$ cat src/rtl/icache_fetch_mem_queue_if.sv
// Fetch-memory request/ack channel between the icache memory adapter (master)
// and icache_fetch_mem_queue (slave).
//   fetch_mem_req_*  : request valid/ready handshake carrying address and opaque tag
//   fetch_mem_ack_*  : response valid/ready handshake carrying line data and tag
interface icache_fetch_mem_queue_if #(
  parameter int unsigned ADDR_WIDTH       = 32,
  parameter int unsigned FETCH_DATA_WIDTH = 256,
  parameter int unsigned TAG_WIDTH        = 12
) ();
  logic                        fetch_mem_req_vld;
  logic                        fetch_mem_req_rdy;
  logic [ADDR_WIDTH-1:0]       fetch_mem_req_addr;
  logic [TAG_WIDTH-1:0]        fetch_mem_req_entry_id;
  logic                        fetch_mem_ack_vld;
  logic                        fetch_mem_ack_rdy;
  logic [FETCH_DATA_WIDTH-1:0] fetch_mem_ack_data;
  logic [TAG_WIDTH-1:0]        fetch_mem_ack_entry_id;

  modport master (
    output fetch_mem_req_vld, fetch_mem_req_addr, fetch_mem_req_entry_id, fetch_mem_ack_rdy,
    input  fetch_mem_req_rdy, fetch_mem_ack_vld, fetch_mem_ack_data, fetch_mem_ack_entry_id
  );

  modport slave (
    input  fetch_mem_req_vld, fetch_mem_req_addr, fetch_mem_req_entry_id, fetch_mem_ack_rdy,
    output fetch_mem_req_rdy, fetch_mem_ack_vld, fetch_mem_ack_data, fetch_mem_ack_entry_id
  );
endinterface

$ cat src/rtl/icache_fetch_mem_queue.sv
// Fetch request queue in front of a fixed-latency instruction memory.
// Requests are buffered, issued in order to the memory read port, tracked through a
// MEM_LAT-deep in-flight pipeline together with their opaque tag, and returned through
// a credit-protected response FIFO so no response is ever dropped under backpressure.
//
// Ports:
//   clk, rst     : clock, synchronous active-high reset
//   fetch_mem    : slave side of the request/ack channel (icache_fetch_mem_queue_if)
//   mem_rd_en    : one-cycle read strobe per issued request
//   mem_rd_addr  : line-aligned read address
//   mem_rd_data  : read data, valid exactly MEM_LAT cycles after mem_rd_en
//   idle         : nothing queued, in flight or buffered
//   perf_*       : saturating event counters, present only with
//                  ICACHE_FETCH_MEM_QUEUE_PERF_EN defined
module icache_fetch_mem_queue #(
  parameter int unsigned ADDR_WIDTH       = 32,
  parameter int unsigned FETCH_DATA_WIDTH = 256,
  parameter int unsigned TAG_WIDTH        = 12,
  parameter int unsigned REQ_DEPTH        = 4,
  parameter int unsigned RSP_DEPTH        = 4,
  parameter int unsigned MEM_LAT          = 2
) (
  input  logic                        clk,
  input  logic                        rst,
  icache_fetch_mem_queue_if.slave     fetch_mem,
  output logic                        mem_rd_en,
  output logic [ADDR_WIDTH-1:0]       mem_rd_addr,
  input  logic [FETCH_DATA_WIDTH-1:0] mem_rd_data,
  output logic                        idle
`ifdef ICACHE_FETCH_MEM_QUEUE_PERF_EN
  ,
  output logic [31:0]                 perf_req_cnt,
  output logic [31:0]                 perf_credit_stall_cnt,
  output logic [31:0]                 perf_ack_stall_cnt
`endif
);

  localparam int unsigned REQ_AW = $clog2(REQ_DEPTH);
  localparam int unsigned RSP_AW = $clog2(RSP_DEPTH);
  localparam int unsigned OFFS_W = $clog2(FETCH_DATA_WIDTH / 8);
  localparam logic [ADDR_WIDTH-1:0] AlignMask = ~ADDR_WIDTH'((64'd1 << OFFS_W) - 64'd1);

  // Request FIFO
  logic [ADDR_WIDTH-1:0] req_addr_q [REQ_DEPTH];
  logic [ADDR_WIDTH-1:0] req_addr_d [REQ_DEPTH];
  logic [TAG_WIDTH-1:0]  req_tag_q  [REQ_DEPTH];
  logic [TAG_WIDTH-1:0]  req_tag_d  [REQ_DEPTH];
  logic [REQ_AW-1:0]     req_wptr_q, req_wptr_d, req_rptr_q, req_rptr_d;
  logic [REQ_AW:0]       req_cnt_q, req_cnt_d;
  logic                  req_push, req_empty, req_full;

  // Issue stage and in-flight pipeline
  logic                  mem_rd_en_q, mem_rd_en_d;
  logic [ADDR_WIDTH-1:0] mem_rd_addr_q, mem_rd_addr_d;
  logic [TAG_WIDTH-1:0]  iss_tag_q, iss_tag_d;
  logic [MEM_LAT-1:0]    pipe_vld_q, pipe_vld_d;
  logic [TAG_WIDTH-1:0]  pipe_tag_q [MEM_LAT];
  logic [TAG_WIDTH-1:0]  pipe_tag_d [MEM_LAT];
  logic [31:0]           inflight;
  logic                  credit_ok, issue;

  // Response FIFO
  logic [FETCH_DATA_WIDTH-1:0] rsp_data_q [RSP_DEPTH];
  logic [FETCH_DATA_WIDTH-1:0] rsp_data_d [RSP_DEPTH];
  logic [TAG_WIDTH-1:0]        rsp_tag_q  [RSP_DEPTH];
  logic [TAG_WIDTH-1:0]        rsp_tag_d  [RSP_DEPTH];
  logic [RSP_AW-1:0]           rsp_wptr_q, rsp_wptr_d, rsp_rptr_q, rsp_rptr_d;
  logic [RSP_AW:0]             rsp_cnt_q, rsp_cnt_d;
  logic                        rsp_push, rsp_pop, rsp_empty;

  assign req_empty = (req_cnt_q == '0);
  assign req_full  = (req_cnt_q == (REQ_AW+1)'(REQ_DEPTH));
  assign req_push  = fetch_mem.fetch_mem_req_vld && !req_full;

  assign rsp_empty = (rsp_cnt_q == '0);
  assign rsp_push  = pipe_vld_q[MEM_LAT-1];
  assign rsp_pop   = !rsp_empty && fetch_mem.fetch_mem_ack_rdy;

  // The issue register holds a credit too: a read strobed this cycle has not yet
  // reached pipeline stage 0 but its response still needs a FIFO slot.
  always_comb begin
    inflight = 32'(mem_rd_en_q);
    for (int i = 0; i < MEM_LAT; i++) begin
      inflight = inflight + 32'(pipe_vld_q[i]);
    end
  end

  assign credit_ok = (32'(rsp_cnt_q) + inflight) < RSP_DEPTH;
  assign issue     = !req_empty && credit_ok;

  always_comb begin
    req_addr_d = req_addr_q;
    req_tag_d  = req_tag_q;
    req_wptr_d = req_wptr_q;
    req_rptr_d = req_rptr_q;
    if (req_push) begin
      req_addr_d[req_wptr_q] = fetch_mem.fetch_mem_req_addr;
      req_tag_d[req_wptr_q]  = fetch_mem.fetch_mem_req_entry_id;
      req_wptr_d             = req_wptr_q + REQ_AW'(1);
    end
    if (issue) begin
      req_rptr_d = req_rptr_q + REQ_AW'(1);
    end
    req_cnt_d = req_cnt_q + (REQ_AW+1)'(req_push) - (REQ_AW+1)'(issue);

    mem_rd_en_d   = issue;
    mem_rd_addr_d = mem_rd_addr_q;
    iss_tag_d     = iss_tag_q;
    if (issue) begin
      mem_rd_addr_d = req_addr_q[req_rptr_q] & AlignMask;
      iss_tag_d     = req_tag_q[req_rptr_q];
    end

    pipe_vld_d[0] = mem_rd_en_q;
    pipe_tag_d[0] = iss_tag_q;
    for (int i = 1; i < MEM_LAT; i++) begin
      pipe_vld_d[i] = pipe_vld_q[i-1];
      pipe_tag_d[i] = pipe_tag_q[i-1];
    end

    // Capture is unconditional; the credit check guarantees a free slot.
    rsp_data_d = rsp_data_q;
    rsp_tag_d  = rsp_tag_q;
    rsp_wptr_d = rsp_wptr_q;
    rsp_rptr_d = rsp_rptr_q;
    if (rsp_push) begin
      rsp_data_d[rsp_wptr_q] = mem_rd_data;
      rsp_tag_d[rsp_wptr_q]  = pipe_tag_q[MEM_LAT-1];
      rsp_wptr_d             = rsp_wptr_q + RSP_AW'(1);
    end
    if (rsp_pop) begin
      rsp_rptr_d = rsp_rptr_q + RSP_AW'(1);
    end
    rsp_cnt_d = rsp_cnt_q + (RSP_AW+1)'(rsp_push) - (RSP_AW+1)'(rsp_pop);
  end

  always_ff @(posedge clk) begin
    if (rst) begin
      req_wptr_q    <= '0;
      req_rptr_q    <= '0;
      req_cnt_q     <= '0;
      mem_rd_en_q   <= 1'b0;
      mem_rd_addr_q <= '0;
      iss_tag_q     <= '0;
      pipe_vld_q    <= '0;
      rsp_wptr_q    <= '0;
      rsp_rptr_q    <= '0;
      rsp_cnt_q     <= '0;
    end else begin
      req_wptr_q    <= req_wptr_d;
      req_rptr_q    <= req_rptr_d;
      req_cnt_q     <= req_cnt_d;
      mem_rd_en_q   <= mem_rd_en_d;
      mem_rd_addr_q <= mem_rd_addr_d;
      iss_tag_q     <= iss_tag_d;
      pipe_vld_q    <= pipe_vld_d;
      rsp_wptr_q    <= rsp_wptr_d;
      rsp_rptr_q    <= rsp_rptr_d;
      rsp_cnt_q     <= rsp_cnt_d;
    end
  end

  // Storage only; validity is tracked by the reset pointers/valids above.
  always_ff @(posedge clk) begin
    req_addr_q <= req_addr_d;
    req_tag_q  <= req_tag_d;
    pipe_tag_q <= pipe_tag_d;
    rsp_data_q <= rsp_data_d;
    rsp_tag_q  <= rsp_tag_d;
  end

  assign fetch_mem.fetch_mem_req_rdy      = !req_full;
  assign fetch_mem.fetch_mem_ack_vld      = !rsp_empty;
  assign fetch_mem.fetch_mem_ack_data     = rsp_empty ? '0 : rsp_data_q[rsp_rptr_q];
  assign fetch_mem.fetch_mem_ack_entry_id = rsp_empty ? '0 : rsp_tag_q[rsp_rptr_q];
  assign mem_rd_en   = mem_rd_en_q;
  assign mem_rd_addr = mem_rd_addr_q;
  assign idle        = req_empty && (inflight == 32'd0) && rsp_empty;

`ifdef ICACHE_FETCH_MEM_QUEUE_PERF_EN
  logic [31:0] perf_req_q, perf_req_d;
  logic [31:0] perf_credit_q, perf_credit_d;
  logic [31:0] perf_ack_q, perf_ack_d;

  always_comb begin
    perf_req_d    = perf_req_q;
    perf_credit_d = perf_credit_q;
    perf_ack_d    = perf_ack_q;
    if (req_push && (perf_req_q != '1)) begin
      perf_req_d = perf_req_q + 32'd1;
    end
    if (!req_empty && !credit_ok && (perf_credit_q != '1)) begin
      perf_credit_d = perf_credit_q + 32'd1;
    end
    if (!rsp_empty && !fetch_mem.fetch_mem_ack_rdy && (perf_ack_q != '1)) begin
      perf_ack_d = perf_ack_q + 32'd1;
    end
  end

  always_ff @(posedge clk) begin
    if (rst) begin
      perf_req_q    <= '0;
      perf_credit_q <= '0;
      perf_ack_q    <= '0;
    end else begin
      perf_req_q    <= perf_req_d;
      perf_credit_q <= perf_credit_d;
      perf_ack_q    <= perf_ack_d;
    end
  end

  assign perf_req_cnt          = perf_req_q;
  assign perf_credit_stall_cnt = perf_credit_q;
  assign perf_ack_stall_cnt    = perf_ack_q;
`endif

endmodule

$ cat src/flat_wrapper.sv
// flat-port wrapper written by rule: the top's interface ports become plain ports
module icache_fetch_mem_queue_flat 
#(
  parameter int unsigned ADDR_WIDTH       = 32,
  parameter int unsigned FETCH_DATA_WIDTH = 256,
  parameter int unsigned TAG_WIDTH        = 12,
  parameter int unsigned REQ_DEPTH        = 4,
  parameter int unsigned RSP_DEPTH        = 4,
  parameter int unsigned MEM_LAT          = 2
)
  (clk, rst, mem_rd_en, mem_rd_addr, mem_rd_data, idle, fetch_mem_fetch_mem_req_vld, fetch_mem_fetch_mem_req_addr, fetch_mem_fetch_mem_req_entry_id, fetch_mem_fetch_mem_ack_rdy, fetch_mem_fetch_mem_req_rdy, fetch_mem_fetch_mem_ack_vld, fetch_mem_fetch_mem_ack_data, fetch_mem_fetch_mem_ack_entry_id);
  icache_fetch_mem_queue_if #(.ADDR_WIDTH(ADDR_WIDTH), .FETCH_DATA_WIDTH(FETCH_DATA_WIDTH), .TAG_WIDTH(TAG_WIDTH)) fetch_mem_i ();
  input  logic clk;
  input  logic rst;
  output logic mem_rd_en;
  output logic [ADDR_WIDTH-1:0] mem_rd_addr;
  input  logic [FETCH_DATA_WIDTH-1:0] mem_rd_data;
  output logic idle;
  input wire logic [$bits(fetch_mem_i.fetch_mem_req_vld)-1:0] fetch_mem_fetch_mem_req_vld;
  input wire logic [$bits(fetch_mem_i.fetch_mem_req_addr)-1:0] fetch_mem_fetch_mem_req_addr;
  input wire logic [$bits(fetch_mem_i.fetch_mem_req_entry_id)-1:0] fetch_mem_fetch_mem_req_entry_id;
  input wire logic [$bits(fetch_mem_i.fetch_mem_ack_rdy)-1:0] fetch_mem_fetch_mem_ack_rdy;
  output wire logic [$bits(fetch_mem_i.fetch_mem_req_rdy)-1:0] fetch_mem_fetch_mem_req_rdy;
  output wire logic [$bits(fetch_mem_i.fetch_mem_ack_vld)-1:0] fetch_mem_fetch_mem_ack_vld;
  output wire logic [$bits(fetch_mem_i.fetch_mem_ack_data)-1:0] fetch_mem_fetch_mem_ack_data;
  output wire logic [$bits(fetch_mem_i.fetch_mem_ack_entry_id)-1:0] fetch_mem_fetch_mem_ack_entry_id;
  assign fetch_mem_i.fetch_mem_req_vld = fetch_mem_fetch_mem_req_vld;
  assign fetch_mem_i.fetch_mem_req_addr = fetch_mem_fetch_mem_req_addr;
  assign fetch_mem_i.fetch_mem_req_entry_id = fetch_mem_fetch_mem_req_entry_id;
  assign fetch_mem_i.fetch_mem_ack_rdy = fetch_mem_fetch_mem_ack_rdy;
  assign fetch_mem_fetch_mem_req_rdy = fetch_mem_i.fetch_mem_req_rdy;
  assign fetch_mem_fetch_mem_ack_vld = fetch_mem_i.fetch_mem_ack_vld;
  assign fetch_mem_fetch_mem_ack_data = fetch_mem_i.fetch_mem_ack_data;
  assign fetch_mem_fetch_mem_ack_entry_id = fetch_mem_i.fetch_mem_ack_entry_id;
  icache_fetch_mem_queue #(.ADDR_WIDTH(ADDR_WIDTH), .FETCH_DATA_WIDTH(FETCH_DATA_WIDTH), .TAG_WIDTH(TAG_WIDTH), .REQ_DEPTH(REQ_DEPTH), .RSP_DEPTH(RSP_DEPTH), .MEM_LAT(MEM_LAT)) u_core (.clk(clk), .rst(rst), .fetch_mem(fetch_mem_i), .mem_rd_en(mem_rd_en), .mem_rd_addr(mem_rd_addr), .mem_rd_data(mem_rd_data), .idle(idle));
endmodule
$ cat config.mk
export PLATFORM = sky130hd
export DESIGN_NAME = icache_fetch_mem_queue_flat
export DESIGN_NICKNAME = d
export VERILOG_FILES = /design/src/rtl/icache_fetch_mem_queue_if.sv /design/src/rtl/icache_fetch_mem_queue.sv /design/src/flat_wrapper.sv
export SDC_FILE = /design/constraint.sdc
export NUM_CORES = 1
export LEC_CHECK = 0
export ABC_AREA = 1
export BUFFER_PORTS_ARGS = -buffer_cell sky130_fd_sc_hd__buf_2
export CORE_MARGIN = 5
export CORE_UTILIZATION = 45
export CTS_CLUSTER_SIZE = 10
export DETAILED_ROUTE_END_ITERATION = 12
export HOLD_SLACK_MARGIN = 0.03
export PLACE_DENSITY = 0.63
export SLEW_MARGIN = 10
export SYNTH_ARGS = -nofsm -noshare
export SYNTH_HDL_FRONTEND = slang
export SYNTH_SLANG_ARGS = --single-unit
$ cat constraint.sdc
create_clock -name clk -period 6.1 [get_ports clk]
set_input_delay 0.61 -clock clk [delete_from_list [all_inputs] [get_ports clk]]
set_output_delay 0.61 -clock clk [all_outputs]
set_load 0.02 [all_outputs]
==> results of run 1 <==
where the power goes:
| group | switching [mW] | internal (mW) | total [mW] |
|---|---|---|---|
| clock network | 3.28 | 4.57 | 7.85 |
| logic | 5.55 | 2.07 | 7.62 |
| registers | 0.221 | 10.3 | 10.6 |
metal layers:
metal / share of wire / global-route usage
met1: 0.42 / 0.259
met2: 0.49 / 0.326
met3: 0.069 / 0.0486
met4: 0.025 / 0.0606
met5: 0.00038 / 0
final timing paths:
kind | endpoint | slack [ns] | depth (start not counted)
max reg2reg | u_core.req_cnt_q[2]$_SDFF_PP0_ | 3.14 | 15
min | u_core.rsp_data_q[251]$_DFFE_PP_ | 0.10 | 1
max | fetch_mem_fetch_mem_ack_data[31] | 1.96 | 7
min reg2reg | u_core.pipe_tag_q[9]$_DFF_P_ | 0.32 | 0
layout make-up:
cell class / count / share of cell area
Multi-Input combinational cell: 2391 / 0.172
Clock buffer: 197 / 0.0664
Inverter: 75 / 0.00538
Timing Repair Buffer: 792 / 0.0823
Tap cell: 1500 / 0.0311
Sequential cell: 1308 / 0.639
Clock inverter: 14 / 0.00382
Antenna cell: 13 / 0.000540
registers in the layout (all words and copies together) (netlist names):
register and flops:
u_core.iss_tag_q 12, u_core.mem_rd_addr 27, u_core.mem_rd_en 1, u_core.pipe_tag_d 12, u_core.pipe_tag_q 12, u_core.pipe_vld_q 2
u_core.req_addr_q 108, u_core.req_cnt_q 3, u_core.req_rptr_q 2, u_core.req_tag_q 48, u_core.req_wptr_q 2, u_core.rsp_cnt_q 3
u_core.rsp_data_q 1024, u_core.rsp_rptr_q 2, u_core.rsp_tag_q 48, u_core.rsp_wptr_q 2
Yosys cell counts (2+ instances only):
library cell / n
nand2_1: 252
inv_2: 2
buf_4: 18
buf_2: 125
edfxtp_1: 1228
nor2_1: 1208
buf_1: 7
clkbuf_1: 37
ha_1: 17
xnor2_1: 2
a21oi_1: 277
o21ai_0: 539
o21ai_1: 83
dfxtp_1: 80
fa_1: 3
clkbuf_2: 21
buf_6: 43
inv_1: 71
cells by family (layout without fill, tap and decap cells):
group / Yosys count / in the layout / share of synthesized area
and+or+nand+nor: 1465 / 1465 / 0.109
xor gates and xnor gates: 2 / 2 / 0.000346
other: 1 / 18 / 0.0000741
adders and majority gates: 20 / 20 / 0.00539
buffers and inverters: 326 / 1078 / 0.0357
DFF: 1308 / 1308 / 0.761
AOI/OAI and AO/OA: 899 / 899 / 0.0889
critical path: stages (launching register included):
cell and delay, ns:
dfxtp_4 0.69, buf_4 0.48, buf_4 0.75, nor2_1 0.12, nor2_1 0.10, o21ai_0 0.09
a21oi_1 0.30, buf_2 0.23
per-stage QoR:
stage	util	power [mW]	hold slack [ns]	cell area [sq um]	cells
after detailed placement	0.486	18.4	0.313	54500	5913
after global routing	0.538	27.4	0.0492	60300	6284
after floorplan	-	15.8	0.310	50600	4025
final	0.538	26.0	0.103	60300	6290
after CTS	0.538	26.3	0.0301	60200	6277
after global placement	0.486	18.3	0.310	54500	5913
==> results.md, run 1 <==
- DP Worst Slack: about 2.7 ns
- Initial Util: 0.452
- Setup Skew: between 0.03 and 0.04 ns
- Fraction of registers with async set/reset: 0
- Pwr per Cell Area: about 430 nW/um^2
- First-pass GRT wire length: ~180 mm
- RSZ-0062 raised after global routing: no
- Max Cap Viol: 0
- Worst Tran Pin Value: between 1 and 1.5 ns
- Largest net degree at the start of global routing: 239
- GRT Total Usage: 0.197
- Share of post-route cells with drive strength above 1: 0.172
- CTS sink count: 1308
- Worst hold path class: in2reg
- Post-synth top area share: 0.729
- CTS tree: yes
- Synthesized flop and latch total: 1308
- Placer Congestion: approximately 0.75
- Multi-input gate area: just over 10000 sq um
- Ranking of synthesized cells by area: edfxtp_1 (73%), nor2_1 (9.0%), o21ai_0 (5.3%)
- Mapped Cells: 4021
- Commonest non-fill, non-tap cell in the layout: edfxtp_1
- # IOs: approximately 610
- CP Class: reg2out
- P&R area growth vs syn: 19.1%
- Main synth FF type: edfxtp_1
- Setup tns final: 0 ns
- Die width: approximately 350 um
- Worst EP arrival: roughly 3.5 ns
- CTS max path bufs: 3
- DRC viols: 0
- CTS clk-pin slew, worst paths: about 0.06 ns
- Synth unique cells: 26
- Setup ws final: 1.96 ns
- Critical Path Fanout Max: 76
- Root Driver: clkbuf_16
- CP Data Required Time: roughly 5.5 ns
- Htree depth: 4
- Commonest cells after routing, fill and taps aside: edfxtp_1 (1228), nor2_1 (1204), buf_2 (597), o21ai_0 (539), a21oi_1 (277)
- Detailed Routing Iterations Pass 1: 5
- Routed Antenna Nets: 0
- Via count: 32000
- Register area: 38500 sq um
- Max IR drop VDD: 0.343 mV
- Vias in the first global route: between 30000 and 40000
- Final Max Tran Viols: 0
- Final Critical Period: around 4.1 ns
- WL/cell: 19.4 um
- Post-CTS setup buffers: 0
- Slew HR: 0.223
- CP endpoint kind: output pin
- Core footprint: between 100000 and 150000 sq um
- DR iter-0 viols: about 2300
- Initial antenna violation count: 25
- Via density: about 5.1
- CP Launch Point: u_core.rsp_rptr_q[0]$_SDFFE_PP0P_
- Static leakage: 21.9 nW
- Hold path start: mem_rd_data[251]
- Worst setup SP type: flip-flop
- Port Buffers: ~600
- CTS buffer count: 150
- Die Ht: 345 um
- Post-cts sizing count: 0
- Area leader, netlist: edfxtp_1
- Final Hold Viols: 0
- Gr ovfl total: 0
- Die area: 119000 sq um
- CTS Hold Buffers Added: ~150
- Final cycle utilization of the critical path: 0.678
- Mapped Avg Cell Area: 12.6 sq um
- Setup violations, final: 0
- Max Clk Rate: around 240 MHz
- # fillers: 9339
- Sequential share of the synthesized area: 0.761
- Post-DP HPWL: about 67 mm
- Post-Route WL: ~120 mm
- FP Rows: roughly 120
- Fin nets: around 5000
- Status: completed
- Clk_lat worst skew: between 0.7 and 0.8 ns
- Worst r2r src: u_core.mem_rd_en$_SDFF_PP0_
- Ys Warns: 0
- Mapped Area: roughly 50000 sq um
- Number of synthesized flops with an enable pin: around 1200
No activity file was read; power rests on OpenSTA's default activity.
==> run 2: changes to the inputs <==
--- a/config.mk
+++ b/config.mk
@@ -12,7 +12,7 @@
 export CTS_CLUSTER_SIZE = 10
 export DETAILED_ROUTE_END_ITERATION = 12
 export HOLD_SLACK_MARGIN = 0.03
-export PLACE_DENSITY = 0.63
+export PLACE_DENSITY = 0.6
 export SLEW_MARGIN = 10
 export SYNTH_ARGS = -nofsm -noshare
 export SYNTH_HDL_FRONTEND = slang
==> constraint.sdc (replaced) <==
create_clock -name clk -period 4.2 [get_ports clk]
set_input_delay 0.42 -clock clk [delete_from_list [all_inputs] [get_ports clk]]
set_output_delay 0.42 -clock clk [all_outputs]
set_load 0.02 [all_outputs]
==> results.md, run 2 (synthesized netlist as in run 1, its figures left out) <==
- Clock power share: 0.305 (was 0.302)
- Final Max Tran Viols: 0 (unchanged)
- Static leakage: 22.7 nW (was 21.9 nW)
- Clk_lat worst skew: 0.72 ns (was 0.74 ns)
- Via count: 32800 (was 32000)
- Worst Tran Pin Value: 1.21 ns (was 1.17 ns)
- FP Rows: 123 (unchanged)
- Register-to-register path setup slack: 1.23 ns (was 3.14 ns)
- Status: completed (unchanged)
- Share of power burned in registers: 0.397 (was 0.406)
- Max reg flops: 1024 (unchanged)
- Die area: 119000 sq um (unchanged)
- CP Data Required Time: 3.78 ns (was 5.49 ns)
- Highest Signal Layer: met5 (unchanged)
- P&R area growth vs syn: 22.9% (was 19.1%)
- Htree depth: 4 (unchanged)
- Detailed Routing Iterations Pass 1: 5 (unchanged)
- Post-Route WL: 125 mm (was 122 mm)
- Hold path start: u_core.pipe_tag_d[1]$_DFF_P_ (was mem_rd_data[251])
- First-pass GRT wire length: 189 mm (was 183 mm)
- Via density: 5.08 (about the same)
- Post-DP Area: 54800 sq um (was 54500 sq um)
- # IOs: 608 (unchanged)
- WHS Path Cells: 0 (was 1)
- Setup violations, final: 0 (unchanged)
- Post-cts sizing count: 0 (unchanged)
- Slew HR: 0.196 (was 0.223)
- Max IR drop VDD: 0.482 mV (was 0.343 mV)
- CTS max path bufs: 3 (unchanged)
- Met3 wire len: 7.74 mm (was 8.39 mm)
- Sw frac: 0.347 (was 0.348)
- Max Cap Viol: 0 (unchanged)
- Vias in the first global route: 31500 (was 30400)
- Hold Worst Slack: 0.325 ns (was 0.103 ns)
- CTS buffer count: 152 (was 150)
- Final cycle utilization of the critical path: 0.843
- Final Hold Viols: 0 (unchanged)
- R2R depth: 15 (unchanged)
- CP Class: reg2out (unchanged)
- Die Ht: 345 um (unchanged)
- Commonest non-fill, non-tap cell in the layout: edfxtp_1 (unchanged)
- Die width: 345 um (unchanged)
- Initial Util: 0.452 (unchanged)
- Wire length on met1: 52.1 mm (was 50.6 mm)
- Reg2Reg Capture Point: u_core.req_cnt_q[2]$_SDFF_PP0_ (unchanged)
- Core footprint: 112000 sq um (unchanged)
- Finished Layout Cells: 6460 (was 6290)
- Worst r2r src: u_core.mem_rd_en$_SDFF_PP0_ (unchanged)
- RSZ-0062 raised after global routing: no (unchanged)
- Commonest cells after routing, fill and taps aside: edfxtp_1 (1228), nor2_1 (1204), buf_2 (597), o21ai_0 (539), dlygate4sd3_1 (297) (was edfxtp_1 (1228), nor2_1 (1204), buf_2 (597), o21ai_0 (539), a21oi_1 (277))
- Worst setup SP type: flip-flop (unchanged)
- Logic pwr share: 0.298 (was 0.293)
- P_int: 25.1 mW (was 17.0 mW)
- Pwr per Cell Area: 619 nW/um^2 (was 432 nW/um^2)
- Worst EP arrival: 3.12 ns (was 3.53 ns)
- Post-DP HPWL: 68.4 mm (was 66.7 mm)
- Placer Congestion: 0.752 (was 0.754)
- Fin area: 62200 sq um (was 60300 sq um)
- WL/cell: 19.3 um (was 19.4 um)
- Psw: 13.4 mW (was 9.06 mW)
- Worst hold path class: reg2reg (was in2reg)
- Critical Path Fanout Max: 220 (was 76)
- Port Buffers: 597 (unchanged)
- Final Critical Period: around 3.5 ns
- Largest registers: u_core.rsp_data_q x1024, u_core.req_addr_q x108 (unchanged)
- CTS clk-pin slew, worst paths: 0.05 ns (was 0.06 ns)
- Routed Antenna Nets: 0 (unchanged)
- Most flops, register: u_core.rsp_data_q (unchanged)
- Setup ws final: 0.658 ns (was 1.96 ns)
- Tot Pwr: 38.5 mW (was 26.0 mW)
- Gr ovfl total: 0 (unchanged)
- Initial antenna violation count: 11 (was 25)
- CTS tree: yes (unchanged)
- Worst Setup EP: fetch_mem_fetch_mem_ack_data[18] (was fetch_mem_fetch_mem_ack_data[31])
- Post-Place Cells: 5928 (was 5913)
- Max Clk Rate: approximately 280 MHz
- DR iter-0 viols: 2325 (was 2284)
- Largest net degree at the start of global routing: 229 (was 239)
- CTS sink count: 1308 (unchanged)
- Setup Skew: 0.0252 ns (was 0.0306 ns)
- Share of post-route cells with drive strength above 1: 0.173 (was 0.172)
- CP Launch Point: u_core.rsp_rptr_q[0]$_SDFFE_PP0P_ (unchanged)
- GRT Total Usage: 0.202 (was 0.197)
- WL met2: 60.8 mm (was 59.7 mm)
- Fin nets: 5203 (was 5042)
- Root Driver: clkbuf_16 (unchanged)
- DP Worst Slack: 1.22 ns (was 2.68 ns)
- DRC viols: 0 (unchanged)
- CP endpoint kind: output pin (unchanged)
- Post-CTS setup buffers: 0 (unchanged)
run 2: metrics by stage:
stage,utilization,setup TNS (ns)
after floorplan,-,-863.26
after global placement,0.489,0
after detailed placement,0.489,0
after CTS,0.554,0
after global routing,0.555,0
final,0.555,0
run 2: how the worst min path moves through the flow:
stage | to | slack (ns)
3_5_place_dp | u_core.pipe_tag_q[1]$_DFF_P_ | 0.31
2_1_floorplan | u_core.pipe_tag_q[0]$_DFF_P_ | 0.31
5_1_grt | u_core.pipe_tag_q[1]$_DFF_P_ | 0.33
4_1_cts | u_core.pipe_tag_q[1]$_DFF_P_ | 0.32
3_3_place_gp | u_core.pipe_tag_q[0]$_DFF_P_ | 0.31
6_report | u_core.pipe_tag_q[1]$_DFF_P_ | 0.32
run 2: worst max-delay path, cell delays in order, from the launching register on:
cell and delay [ns]:
dfxtp_4 0.41, inv_12 0.42, buf_4 0.43, o21ai_0 0.13
a21oi_1 0.31, buf_2 0.23
run 2: power by group through the flow:
| stage | clock network (mW) | registers [mW] | logic [mW] |
|---|---|---|---|
| 6_report | 11.7 | 15.3 | 11.5 |
| 5_1_grt | 12.6 | 15.4 | 12.5 |
| 4_1_cts | 12.0 | 15.3 | 11.6 |
| 3_5_place_dp | 0 | 15.6 | 11.3 |
| 3_3_place_gp | 0 | 15.5 | 11.3 |
| 2_1_floorplan | 0 | 15.6 | 7.26 |
run 2: area by class of cell:
type / count / area [sq um]
multi-input cells: 2391 / 10400
inverters: 75 / 325
diodes: 11 / 27.5
fillers: 9226 / 49900
flip-flops and latches: 1308 / 38500
clock inverters: 15 / 225
well taps: 1500 / 1880
clock buffers: 209 / 4170
repair buffers: 951 / 6680
run 2: what timing repair did:
| action | in CTS | in global routing |
|---|---|---|
| endpoints found under the hold margin | 1190 | 0 |
| hold buffers | 297 | 0 |
| setup endpoints to repair | 0 | 0 |
run 2: routing by layer:
metal,GRT usage,up-vias
li1,-,15800
met1,0.269,15800
met2,0.330,1066
met3,0.0391,201
met4,0.0795,2
met5,0,-
